--- src/rtl/lm70_scan_scheduler.sv ---
// LM70 multi-sensor SPI scan scheduler with per-channel result storage.
// Optional over-temperature alarm flags are built when LM70_ALARM_EN is defined.
module lm70_scan_scheduler #(
    parameter int unsigned NUM_SENSORS = 4,
    parameter int unsigned SCK_DIV     = 1,
    parameter int unsigned GAP_CYCLES  = 4
) (
    input  logic                   clk,
    input  logic                   rst,
    input  logic                   en,
    input  logic                   continuous,
    input  logic                   scan_start,
    output logic [NUM_SENSORS-1:0] cs_n,
    output logic                   sck,
    input  logic                   miso,
    output logic                   busy,
    output logic                   frame_done,
    output logic [2:0]             frame_ch,
    input  logic [2:0]             rd_sel,
    output logic [15:0]            rd_raw,
    output logic [6:0]             rd_temp,
    output logic                   rd_neg,
    output logic                   rd_valid,
    output logic [NUM_SENSORS-1:0] alarm,
    input  logic [6:0]             alarm_thresh,
    input  logic                   alarm_clr
);

    typedef enum logic [2:0] {IDLE, CS_SETUP, SHIFT, CS_HOLD, STORE, GAP} state_t;

    state_t      state, state_next;
    logic [15:0] cnt;
    logic [4:0]  phase;
    logic [2:0]  ch;
    logic [15:0] shreg;
    logic [15:0] raw_mem  [8];
    logic [6:0]  temp_mem [8];
    logic [7:0]  neg_mem;
    logic [7:0]  valid_mem;
    logic [6:0]  temp_new;
    logic        tick, gap_done, start, last_ch, cs_active, in_range;

    assign tick     = (cnt == 16'(SCK_DIV - 1));
    assign gap_done = (cnt == 16'(GAP_CYCLES - 1));
    assign start    = en & (continuous | scan_start);
    assign last_ch  = (32'(ch) >= NUM_SENSORS - 1);

    always_comb begin
        if (shreg[15])
            temp_new = '0;
        else if (shreg[14:7] > 8'd99)
            temp_new = 7'd99;
        else
            temp_new = shreg[13:7];
    end

    always_ff @(posedge clk) begin
        if (rst)
            state <= IDLE;
        else
            state <= state_next;
    end

    always_comb begin
        state_next = state;
        case (state)
            IDLE:     if (start) state_next = CS_SETUP;
            CS_SETUP: if (tick) state_next = SHIFT;
            SHIFT:    if (tick && phase == 5'd31) state_next = CS_HOLD;
            CS_HOLD:  if (tick) state_next = STORE;
            STORE:    state_next = GAP;
            GAP: begin
                // en low stops the scan after the frame in flight; CS is never cut short
                if (gap_done) begin
                    if (!en)
                        state_next = IDLE;
                    else if (!last_ch || continuous)
                        state_next = CS_SETUP;
                    else
                        state_next = IDLE;
                end
            end
            default:  state_next = IDLE;
        endcase
    end

    always_ff @(posedge clk) begin
        if (rst) begin
            cnt       <= '0;
            phase     <= '0;
            ch        <= '0;
            shreg     <= '0;
            neg_mem   <= '0;
            valid_mem <= '0;
            for (int unsigned i = 0; i < 8; i++) begin
                raw_mem[i]  <= '0;
                temp_mem[i] <= '0;
            end
        end else begin
            if (state_next != state || (state == SHIFT && tick))
                cnt <= '0;
            else
                cnt <= cnt + 16'd1;
            case (state)
                IDLE:     if (start) ch <= '0;
                CS_SETUP: phase <= '0;
                SHIFT: begin
                    // even phases are sck-high; sample at the edge that ends them
                    if (tick) begin
                        phase <= phase + 5'd1;
                        if (!phase[0]) shreg <= {shreg[14:0], miso};
                    end
                end
                STORE: begin
                    raw_mem[ch]   <= shreg;
                    temp_mem[ch]  <= temp_new;
                    neg_mem[ch]   <= shreg[15];
                    valid_mem[ch] <= 1'b1;
                end
                GAP:      if (gap_done && en) ch <= last_ch ? 3'd0 : ch + 3'd1;
                default:  ;
            endcase
        end
    end

    always_comb begin
        cs_active  = (state == CS_SETUP) || (state == SHIFT) || (state == CS_HOLD);
        busy       = (state != IDLE);
        frame_done = (state == STORE);
        frame_ch   = ch;
        sck        = (state == SHIFT) && !phase[0];
        cs_n       = '1;
        for (int unsigned i = 0; i < NUM_SENSORS; i++)
            cs_n[i] = ~(cs_active && ch == 3'(i));
    end

    always_comb begin
        in_range = (32'(rd_sel) < NUM_SENSORS);
        rd_raw   = in_range ? raw_mem[rd_sel]   : '0;
        rd_temp  = in_range ? temp_mem[rd_sel]  : '0;
        rd_neg   = in_range ? neg_mem[rd_sel]   : 1'b0;
        rd_valid = in_range ? valid_mem[rd_sel] : 1'b0;
    end

`ifdef LM70_ALARM_EN
    always_ff @(posedge clk) begin
        if (rst) begin
            alarm <= '0;
        end else begin
            for (int unsigned i = 0; i < NUM_SENSORS; i++) begin
                if (state == STORE && ch == 3'(i) && temp_new > alarm_thresh)
                    alarm[i] <= 1'b1;
                else if (alarm_clr)
                    alarm[i] <= 1'b0;
            end
        end
    end
`else
    logic unused_alarm_inputs;
    assign unused_alarm_inputs = ^{alarm_thresh, alarm_clr};
    assign alarm = '0;
`endif

endmodule

--- config.mk ---
export PLATFORM = sky130hd
export DESIGN_NAME = lm70_scan_scheduler
export DESIGN_NICKNAME = d
export VERILOG_FILES = /design/src/rtl/lm70_scan_scheduler.sv
export SDC_FILE = /design/constraint.sdc
export NUM_CORES = 1
export LEC_CHECK = 0
export BUFFER_PORTS_ARGS = -buffer_cell sky130_fd_sc_hd__buf_2
export CAP_MARGIN = 20
export CELL_PAD_IN_SITES_DETAIL_PLACEMENT = 2
export CELL_PAD_IN_SITES_GLOBAL_PLACEMENT = 2
export CORE_MARGIN = 2
export CORE_UTILIZATION = 44
export DETAILED_ROUTE_END_ITERATION = 10
export GPL_ROUTABILITY_DRIVEN = 0
export HOLD_SLACK_MARGIN = 0.05
export PLACE_DENSITY = 0.93
export SLEW_MARGIN = 0
export SYNTH_ARGS = -nofsm -noshare
export SYNTH_HDL_FRONTEND = slang
export SYNTH_SLANG_ARGS = --single-unit
--- constraint.sdc ---
create_clock -name clk -period 3.5 [get_ports clk]
set_clock_uncertainty 0.05 [all_clocks]
set_input_delay 0.525 -clock clk [delete_from_list [all_inputs] [get_ports clk]]
set_output_delay 0.525 -clock clk [all_outputs]
set_load 0.01 [all_outputs]
==> qor.txt <==
Pins over their slew limit = 0
Leading cell type in the layout, fill and taps excluded = edfxtp_1
# diodes = 0
Most used routing layer = met2
Fin worst setup slack = 845 ps
Worst-path clk slew = 60 ps
Post-route cell area = 0.00767 mm²
Number of synthesized flops with an enable pin = 92
CTS tree = built
M2 GR Usage = 49.1%
# H-tree levels = 4
Top-area cell type share of the netlist area = 41.6%
WP data arrival = 2080 ps
CP max-delay cell = mux4_2
Largest net degree at the start of global routing = 28
Global-route wire length before repair = 32.5 mm
Post-DR wirelength/cell = 25.8 µm
Synth area leader = edfxtp_1
Sequential area share after synthesis = 56.9%
Setup TNS = 0 ps
RSZ-0062 raised after global routing = false
Cells along the critical path = buf_2 -> buf_12 -> mux4_2 -> nor2b_1 -> buf_2
Met3 global-route usage = 4.22%
Setup bufs post-CTS = 0
Initial antenna violation count = 0
Dpl cells = 774
Register bit total from synthesis = 143
Leakage power = 2.84 nW
Root Buffer = clkbuf_16
Layout cells sized above 1 = 19.1%
Worst hold slack = 323 ps
Status = complete, no violations
Slew margin rel. = 48.7%
Syn avg cell area = 11.7 µm²
DIE HEIGHT = 127 µm
Global Route Usage Sum = 27.4%
Starting Density = 45.4%
Data required, critical path = 2920 ps
Longest Clk Path Bufs = 2
Yosys cell types = 49
MaxCap Viol Count = 0
DIE AREA = 0.0161 mm²
Crit path kind = in -> out
Sink Count = 143
Final setup viols = 0
Vias = 4,647
Power Total = 4.42 mW
Type of the most critical hold path = in -> reg
CP Launch Type = input pin
Layout Nets = 635
DRT iter0 DRCs = 299
Drt via density = 5.77
Final period util = 75.9%
Post-route ant nets = 0
Worst-Margin Slew = 765 ps
IO buf count = 43
Total power divided by cell area = 576 mW/mm²
Gate count of the mapped netlist = 567
Maximum vdd drop = 0.360 mV
CTS buffer count = 17
Final min period = 2660 ps
CP Capture Type = output port
Fmax = 377 MHz
Post-place setup slack = 836 ps
Ports = 56
Core area = 0.0146 mm²
Die X = 127 µm
Final non-filler cell total = 806
Largest cells by area after synthesis = edfxtp_1, dfxtp_1, mux4_2
GRT Residual Overflow = 0
YS warnings = 0
Ys async rst share = 0%
Row cnt = 44
Commonest non-fill, non-tap cells in the layout = edfxtp_1, nor2_1, and2_1
Vias in the first global route = 5,293
DR DRC count = 0
Fin. Hold Viols = 0
Ys flop type = edfxtp_1
Post-CTS sizing = 0
Insertion delay of the later-clocked pin in the worst-skew pair = 440 ps
Routed Wire Length = 20.8 mm
CP Max Fanout = 14
DP Wirelength = 12.4 mm
Placed Area = 0.00702 mm²
Area growth syn-to-layout = 15.3%
Post-cts hold buffer count = 0
Crit path top cell by count = buf_2
# fillers = 1,430
Final core utilization = 52.4%
Largest stage delay, worst path = 560 ps
Met1 Usage GRT = 32.5%
First-pass DRT Iterations = 4
Netlist Area Pre-Place = 0.00665 mm²
worst max-delay path, delay by kind of cell:
kind | cells | cell delay [ps]
buffers and inverters | 3 | 830
and+or+nand+nor | 1 | 160
muxes | 1 | 560
cell type report:
class | instances | area [µm²] | area share (%)
clock buffers | 23 | 498 | 6.49
clock inverters | 9 | 154 | 2.01
inverters | 13 | 48.8 | 0.636
multi-input cells | 383 | 2670 | 34.8
flip-flops and latches | 143 | 3780 | 49.3
well taps | 184 | 230 | 3.00
repair buffers | 51 | 288 | 3.75
registers in the layout, summed over array words and instances (netlist names):
signal	flops
phase	5
raw_mem	64
cnt	16
neg_mem	4
shreg	16
temp_mem	28
state	3
valid_mem	4
frame_ch	3
final timing paths:
path | startpoint | end | slack [ps] | cells past startpoint
max | rd_sel[0] | rd_raw[0] | 840 | 5
min | miso | shreg[0] | 320 | 3
max reg2reg | cnt[0] | cnt[15] | 940 | 7
min reg2reg | phase[4] | phase[4] | 450 | 2
cells in the mapped netlist, types with 2 or more instances:
cell type   n
buf_4       4
a21oi_1    20
nand2_1    52
nor2_1     68
a22oi_1     2
nor3_2      2
buf_2       6
and3_1      6
xor2_1     10
o21ai_0     8
a31oi_1     2
or2_2       2
clkbuf_1   18
edfxtp_1   92
and2_1     64
xnor2_1     7
o22ai_1     2
mux2i_1     6
mux4_2     25
nor3b_1     3
buf_6       3
or3_1       4
nor3_1      8
nor2b_1    28
o21bai_1    4
ha_1        9
nor4_4      3
dfxtp_1    51
nand2b_1    9
inv_1      12
nand3_1    14
and4_1      2
nand4_1     5
kinds of logic after synthesis:
| kind of cell | after synthesis | share of synthesized area [%] |
|---|---|---|
| xor gates and xnor gates | 17 | 2.24 |
| buffers and inverters | 44 | 3.16 |
| muxes | 31 | 9.37 |
| AOI/OAI and AO/OA | 44 | 3.91 |
| and+or+nand+nor | 278 | 22.7 |
| adders and majority gates | 9 | 1.69 |
| DFF | 143 | 56.9 |
| other | 1 | 0.0564 |
routing by layer:
metal	vias to the layer above	wire [µm]
li1	2065	-
met1	2404	8370
met2	134	11000
met3	44	799
met4	0	659
met5	-	0
power by group:
group          leakage [nW]  switching (mW)  total (mW)  internal [mW]
Sequential             1.36          0.0619        1.92           1.86
Combinational          1.16           0.320       0.493          0.173
Clock                 0.317           0.723        2.01           1.29
Note: power is estimated with default switching activity, not from simulation.
